`src/rtl/byte_bus_mem_responder.sv`:
```
// Target end of the byte-serial CPU memory bus: collects a 4-byte address/wdata frame LSB first,
// commits writes to a local word RAM and returns read words as 4 serial bytes.
module byte_bus_mem_responder #(
   parameter int unsigned AW   = 6,
   parameter logic [31:0] BASE = 32'h0000_0000,
   parameter logic [7:0]  MISS = 8'hFF
) (
   input  logic       clk,
   input  logic       rst_n,
   input  logic       bus_start,
   input  logic       bus_rw,
   input  logic [7:0] bus_addr_in,
   input  logic [7:0] bus_data_in,
   output logic [7:0] bus_data_out,
   output logic       bus_data_oe,
   output logic       busy,
   output logic       miss,
   output logic       err
);

   localparam int unsigned DEPTH = 1 << AW;

   typedef enum logic [1:0] {
      ST_IDLE = 2'd0,
      ST_ADDR = 2'd1,
      ST_DATA = 2'd2
   } state_t;

   state_t      state_q, state_d;
   logic [1:0]  beat_q, beat_d;
   logic        rw_q, rw_d;
   // Only bytes 0..2 are stored; byte 3 is used straight off the bus at the commit edge.
   logic [23:2] addr_q, addr_d;
   logic [23:0] wdata_q, wdata_d;
   logic [23:0] rd_shift_q, rd_shift_d;
   logic [7:0]  dout_q, dout_d;
   logic        oe_q, oe_d;
   logic        miss_q, miss_d;
   logic        err_q, err_d;

   logic [31:2]   word_addr;
   logic          hit;
   logic [AW-1:0] ram_idx;
   logic [31:0]   ram_rdata;
   logic [31:0]   rd_word;
   logic [31:0]   ram_wdata;
   logic          ram_we;
   logic          commit;
   logic [2:0]    cap_en;

   logic [31:0] mem [DEPTH];

   assign word_addr = {bus_addr_in, addr_q};
   assign hit       = (word_addr[31:AW+2] == BASE[31:AW+2]);
   assign ram_idx   = word_addr[AW+1:2];
   assign ram_rdata = mem[ram_idx];
   assign rd_word   = hit ? ram_rdata : {4{MISS}};
   assign ram_wdata = {bus_data_in, wdata_q};
   assign commit    = (state_q == ST_ADDR) && (beat_q == 2'd3);
   assign ram_we    = commit && !rw_q && hit;

   for (genvar gi = 0; gi < 3; gi++) begin : g_cap
      assign cap_en[gi] = (state_q == ST_ADDR) && (beat_q == 2'(gi));
   end

   always_comb begin
      state_d    = state_q;
      beat_d     = beat_q;
      rw_d       = rw_q;
      addr_d     = addr_q;
      wdata_d    = wdata_q;
      rd_shift_d = rd_shift_q;
      dout_d     = dout_q;
      oe_d       = oe_q;
      miss_d     = 1'b0;
      // A start strobe inside a running frame is a protocol violation; the frame carries on.
      err_d      = err_q | (bus_start && (state_q != ST_IDLE));

      if (cap_en[0]) begin
         addr_d[7:2]   = bus_addr_in[7:2];
         wdata_d[7:0]  = bus_data_in;
      end
      if (cap_en[1]) begin
         addr_d[15:8]  = bus_addr_in;
         wdata_d[15:8] = bus_data_in;
      end
      if (cap_en[2]) begin
         addr_d[23:16]  = bus_addr_in;
         wdata_d[23:16] = bus_data_in;
      end

      case (state_q)
         ST_IDLE: begin
            if (bus_start) begin
               state_d = ST_ADDR;
               beat_d  = 2'd0;
               rw_d    = bus_rw;
            end
         end
         ST_ADDR: begin
            beat_d = beat_q + 2'd1;
            if (commit) begin
               state_d = ST_DATA;
               beat_d  = 2'd0;
               miss_d  = !hit;
               if (rw_q) begin
                  dout_d     = rd_word[7:0];
                  rd_shift_d = rd_word[31:8];
                  oe_d       = 1'b1;
               end
            end
         end
         ST_DATA: begin
            beat_d = beat_q + 2'd1;
            if (beat_q == 2'd3) begin
               state_d = ST_IDLE;
               beat_d  = 2'd0;
               oe_d    = 1'b0;
               dout_d  = 8'h00;
            end else if (rw_q) begin
               dout_d     = rd_shift_q[7:0];
               rd_shift_d = {8'h00, rd_shift_q[23:8]};
            end
         end
         default: begin
            state_d = ST_IDLE;
            beat_d  = 2'd0;
            oe_d    = 1'b0;
            dout_d  = 8'h00;
         end
      endcase
   end

   always_ff @(posedge clk or negedge rst_n) begin
      if (!rst_n) begin
         state_q    <= ST_IDLE;
         beat_q     <= 2'd0;
         rw_q       <= 1'b0;
         addr_q     <= '0;
         wdata_q    <= '0;
         rd_shift_q <= '0;
         dout_q     <= 8'h00;
         oe_q       <= 1'b0;
         miss_q     <= 1'b0;
         err_q      <= 1'b0;
      end else begin
         state_q    <= state_d;
         beat_q     <= beat_d;
         rw_q       <= rw_d;
         addr_q     <= addr_d;
         wdata_q    <= wdata_d;
         rd_shift_q <= rd_shift_d;
         dout_q     <= dout_d;
         oe_q       <= oe_d;
         miss_q     <= miss_d;
         err_q      <= err_d;
      end
   end

   // RAM contents deliberately survive reset.
   always_ff @(posedge clk) begin
      if (ram_we) begin
         mem[ram_idx] <= ram_wdata;
      end
   end

   assign bus_data_out = dout_q;
   assign bus_data_oe  = oe_q;
   assign busy         = (state_q != ST_IDLE);
   assign miss         = miss_q;
   assign err          = err_q;

endmodule
```
`config.mk`:
```
export PLATFORM = sky130hd
export DESIGN_NAME = byte_bus_mem_responder
export DESIGN_NICKNAME = d
export VERILOG_FILES = /design/src/rtl/byte_bus_mem_responder.sv
export SDC_FILE = /design/constraint.sdc
export NUM_CORES = 2
export LEC_CHECK = 0
export ABC_AREA = 1
export CAP_MARGIN = 20
export CORE_ASPECT_RATIO = 1.2
export CORE_MARGIN = 2
export CORE_UTILIZATION = 60
export CTS_CLUSTER_DIAMETER = 200
export DETAILED_ROUTE_END_ITERATION = 6
export GPL_ROUTABILITY_DRIVEN = 0
export PLACE_DENSITY = 0.76
export SKIP_LAST_GASP = 1
export SYNTH_ARGS = -nofsm -noshare
export SYNTH_HDL_FRONTEND = slang
export SYNTH_SLANG_ARGS = --single-unit
export TNS_END_PERCENT = 1
```
`constraint.sdc`:
```
create_clock -name clk -period 9.83 [get_ports clk]
set_clock_uncertainty 0.05 [all_clocks]
set_input_delay 0.983 -clock clk [delete_from_list [all_inputs] [get_ports clk]]
set_output_delay 0.983 -clock clk [all_outputs]
set_load 0.1 [all_outputs]
```
After elaboration in Yosys (flattened, before gate mapping):

Memories as Yosys holds them, arrays and structs flattened.
Index checks and enable logic that the tools add are counted.

* bits in registers: 86
* bits in writable memories: 2048
* output and inout port bits: 12
* logic and storage cells: 76
* memories: 1

Memories
* mem: depth 64, width 32, rd ports 1, clocked after Yosys merged registers in 0, wr ports 1, line 51 `logic [31:0] mem [DEPTH];`

* add/subtract/negate cells: 1
* eq/ne operators: 12
* mux-type cells: 27
* bitwise operators: 2
* reductions and logical operators: 19

Operators with widths (count)
* $mux W24: 4
* $pmux W24 S2: 1
* $mux W32: 1
* $mux W8: 4
* $logic_not A24 Y1: 1
* $pmux W8 S3: 1
* $mux W2: 6
* $ne A2 B2 Y1 const B: 6
* $pmux W2 S3: 2
* $reduce_and A4 Y1: 2
* $logic_and A1 B1 Y1: 7
* $mux W1: 7
* $eq A2 B2 Y1 const B: 3
* $reduce_and A5 Y1: 1
* $eq A2 B1 Y1 const B: 2
* $logic_not A2 Y1: 2
* $reduce_bool A2 Y1: 2
* $ne A3 B3 Y1 const B: 1
* $pmux W1 S3: 1
* $reduce_and A3 Y1: 1
* $add A2 B1 Y2 const B: 1
* $logic_not A1 Y1: 2
* $reduce_and A2 Y1: 1
* $not A1 Y1: 1
* $or A1 B1 Y1: 1

Depth between registers and ports, before layout:

* depth in word-level cells: 6
* mapped depth: 18
* depth with buffers taken out: 15

Least setup slack after synthesis:

No wires, ideal clock.

* path kind: input to register
* start: input bus_addr_in[4]
* end: memory mem[0][0] (enable)
* data arrival time: 3.310 ns
* data required time: 9.359 ns
* setup slack: 6.049 ns
* cell stages on the path: 7
* path through: inv_1 > nand4_1 > nor2_1 > nand3_2 > nor3_4 > nand2_1 > nor2_1

* cells in the longest elaborated chain, start to end: 4

RTL lines
* start, declared: line 12 `input logic [7:0] bus_addr_in,`
* $logic_not A24 Y1: line 54 `assign hit = (word_addr[31:AW+2] == BASE[31:AW+2]);`
* $logic_and A1 B1 Y1: line 60 `assign ram_we = commit && !rw_q && hit;`
* $mux W1: line 162 `if (ram_we) begin`
* $mux W1 (implied by the code): line 163 `mem[ram_idx] <= ram_wdata;`
* end, declared: line 51

Every way passes these cells.

Final worst setup path:

* start: register addr_q[4] (netlist name)
* end: register rd_shift_q[11]

* cells in the longest elaborated chain, start to end: 5

RTL lines
* start, declared: line 33 `logic [23:2] addr_q, addr_d;`
* start signal, assigned: line 150 `addr_q <= addr_d;`
* $mem_v2 Z64 W32
* $mux W32: line 57 `assign rd_word = hit ? ram_rdata : {4{MISS}};`
* $mux W24: line 106 `if (rw_q) begin`
* $mux W24: line 102 `if (commit) begin`
* $pmux W24 S2: line 92 `case (state_q)`
* end signal, assigned: line 152 `rd_shift_q <= rd_shift_d;`
* end, declared: line 35 `logic [23:0] rd_shift_q, rd_shift_d;`

Every way passes these cells. The select of a mux whose other input is x is not followed.
A chain may end at the register's enable or synchronous reset.

==> impl_metrics.csv <==
group,metric,value,unit
status,status,"complete, but fails checks",
status,violations,"DRC",
floorplan,die-area,143000,sq um
logic_synthesis,synth_most_common_cell,"nand2_1",
pwr,p_sw_share,38.3,%
logic_synthesis,synth_top_area_share,73.0,%
clock_network,cts_resized,0,
placement,port_buffers,31,
logic_synthesis,yosys.area.top_type,"edfxtp_1",
job,maxCapViolations,0,
logic_synthesis,avgSynthCellArea,12.2,sq um
logic_synthesis,yosys-top-cells-area,"edfxtp_1, nand2_1, dfrtp_1",
pwr,seq_power_share,46.0,%
floorplan,die_x,346,um
worst_setup_path,crit_start,"addr_q[4]",
pwr,clkPwrFrac,27.0,%
worst_setup_path,cp_cell_sequence,"buf_4, clkinv_2, nand2_1, nor2_4, buf_4, buf_4, nand2_1, nand4_1, o21ai_0, nand2_1, nor2_1, nand3_1, nand2_1, nand2_1",
placement,placed_area,86500,sq um
pwr,leakagePower,0.0330,uW
floorplan,chipHeight,414,um
logic_synthesis,synth_fa_ha_area_share,0.119,%
worst_setup_path,cp_data_required_time,10.53,ns
routing,wl_per_cell,28.1,um
logic_synthesis,synth.area.mux_share,0,%
logic_synthesis,ys_ff_latch,2134,
logic_synthesis,synth_flop_cell,"edfxtp_1",
routing,viasPerCell,6.33,
clock_network,insertion_delay,0.85,ns
routing,drc,10,
routing,drtIter0Drc,10187,
placement,dp_hpwl,141000,um
pwr,power,27200,uW
clock_network,h-tree-depth,4,
logic_synthesis,netlist_top_cells_count,"nand2_1, edfxtp_1, nor2_1, o21ai_0, a21oi_1",
finish,final_util,66.7,%
clock_network,clk_path_buf_depth,3,
floorplan,initial_core_util,60.5,%
global_routing,grt_max_degree,179,
timing,rsz0062_at_grt,"no",
worst_setup_path,worstSetupPathType,"register to register",
worst_hold_path,hp-class,"input pin to asynchronous set/reset pin",
routing,dr.pass1.iters,6,
logic_synthesis,async_flop_share,4.03,%
floorplan,rows,150,
pwr,pwr-share-comb,26.9,%
clock_network,cts_made_buffers,193,
clock_network,postCtsSetupRepairBufs,0,
placement,preCtsSetupSlack,4.92,ns
timing,tns,0,ns
worst_setup_path,rr_startpoint,"addr_q[4]",
clock_network,clock-sinks,2134,
logic_synthesis,netlist-cell-type-count,39,
pwr,p_sw,10400,uW
timing,maxSlewViolCount,0,
logic_synthesis,synth-edff-count,2048,
clock_network,clk_pin_slew,0.07,ns
routing,dr_total_vias,56114,
floorplan,coreArea,139000,sq um
routing,ant_nets,0,
clock_network,cts_tree,"done",
floorplan,ios,32,
timing,hold_viol,0,
worst_setup_path,path_common_cell,"nand2_1",
timing,fin_ws,4.61,ns
logic_synthesis,ys_warn_count,0,
timing,slew_headroom,17.5,%
logic_synthesis,syn_area,84200,sq um
pwr,p_per_area,292,nW/um^2
logic_synthesis,yosys.area_share.xor_xnor,0,%
timing,worst_pin_slew,1.23,ns
logic_synthesis,yosysSeqAreaShare,75.6,%
clock_network,hold_buffers,0,
timing,min_period_over_period,53.1,%
worst_setup_path,critPathMaxStageDelay,0.92,ns
timing,post-route-min-period,5.22,ns
logic_synthesis,synth_top_family_by_area,"simple AND/OR/NAND/NOR gates",
global_routing,track_usage,34.6,%
routing,drt-total-wl,249000,um
logic_synthesis,synth_compound_area_share,5.65,%
worst_setup_path,crit_path_end_kind,"register",
timing,setup_viol,0,
timing,max_freq,192,MHz
worst_setup_path,crit_path_top_delay_cell,"nand2_1",
global_routing,grt_pass1_wl,356000,um
worst_setup_path,cp-start-kind,"register",
worst_setup_path,arrival,5.92,ns
global_routing,antenna_found_initial,19,
global_routing,grt_pass1_vias,52759,
logic_synthesis,synth-simple-area-share,15.7,%
finish,stdcell_area,92900,sq um
finish,nNetsFinal,6901,
finish,syn_to_final_growth,10.4,%
logic_synthesis,syn_inst,6904,
clock_network,root_buffer,"clkbuf_16",
worst_setup_path,crit_fanout,57,
global_routing,gr-total-overflow,0,
pwr,irDropWorstVdd,0.000246,V
finish,drive_gt1_share,7.86,%
pwr,p_int,16800,uW
logic_synthesis,synth_nets,6932,
## state kept, by name, summed over array words and instances, names as in the netlist
signal and count:
bus_data_out 8, wdata_q 24, miss 1, mem 2048
err 1, rw_q 1, bus_data_oe 1, rd_shift_q 24
beat_q 2, addr_q 22, state_q 2
## per-stage QoR
stage | std cells | hold slack (ns)
floorplan | 6904 | 0.395
global placement | 8480 | 0.395
detailed placement | 8485 | 0.399
CTS | 8844 | 0.0306
global route | 8861 | 0.0731
finish | 8868 | 0.0550
## kinds of logic after synthesis
group	Yosys count
AOI/OAI and AO/OA	886
and+or+nand+nor	3324
buffers and inverters	552
adders and majority gates	8
DFF	2134
## worst max-delay path, delay by kind of cell (launching register included)
| kind | cells | cell delay, ns |
|---|---|---|
| AOI/OAI and AO/OA | 1 | 0.50 |
| buffers and inverters | 4 | 1.81 |
| DFF | 1 | 0.65 |
| and+or+nand+nor | 9 | 1.99 |
## per-layer routing
layer / global-route usage, % / up-vias / routed length [um]
li1: - / 23905 / -
met1: 45.3 / 26904 / 83400
met2: 50.3 / 4442 / 109000
met3: 11.0 / 851 / 38000
met4: 22.6 / 12 / 19000
met5: 0 / - / 81
## power groups by stage
stage                     logic, uW  registers [uW]  clock network (uW)
after detailed placement       6920           12600                   0
final                          7320           12500                7340
after floorplan                4160           11800                   0
after global placement         6800           12600                   0
after global routing           7650           12500                7700
after CTS                      6980           12400                7330
## cells in the final DEF (no fill, tap or decap), types with 16 or more instances in the layout
| master | instances |
|---|---|
| nand2_1 | 2449 |
| edfxtp_1 | 2048 |
| nor2_1 | 464 |
| o21ai_0 | 368 |
| a21oi_1 | 242 |
| clkbuf_16 | 198 |
| inv_1 | 183 |
| nand4_1 | 135 |
| nand3_1 | 115 |
| o21ai_1 | 104 |
| o22ai_1 | 88 |
| buf_4 | 79 |
| nor2_4 | 74 |
| dfrtp_1 | 59 |
| or2_2 | 56 |
| clkinv_1 | 50 |
| clkbuf_1 | 49 |
| a22oi_1 | 40 |
| clkinv_2 | 29 |
| dfrtp_4 | 26 |
| clkdlybuf4s50_1 | 22 |
| o211ai_1 | 21 |
| buf_12 | 17 |
| o21a_1 | 16 |
## path summary, 6_finish.rpt
kind	end	slack (ns)	cells after the start
setup / recovery	rd_shift_q[11]	4.61	14
hold / removal	miss	0.05	1
setup reg to reg	rd_shift_q[11]	4.61	14
hold reg to reg	err	0.42	1
max in group asynchronous	wdata_q[1]	8.17	2
min in group clk	err	0.42	1
## cell type report
cell class | instances | area, sq um
flip-flops and latches | 2134 | 63700
fillers | 9433 | 46300
multi-input cells | 4218 | 18700
clock buffers | 253 | 5220
well taps | 1824 | 2280
repair buffers | 127 | 1320
clock inverters | 106 | 881
inverters | 199 | 774
diodes | 7 | 17.5
Power figures use the tool's default switching activity.
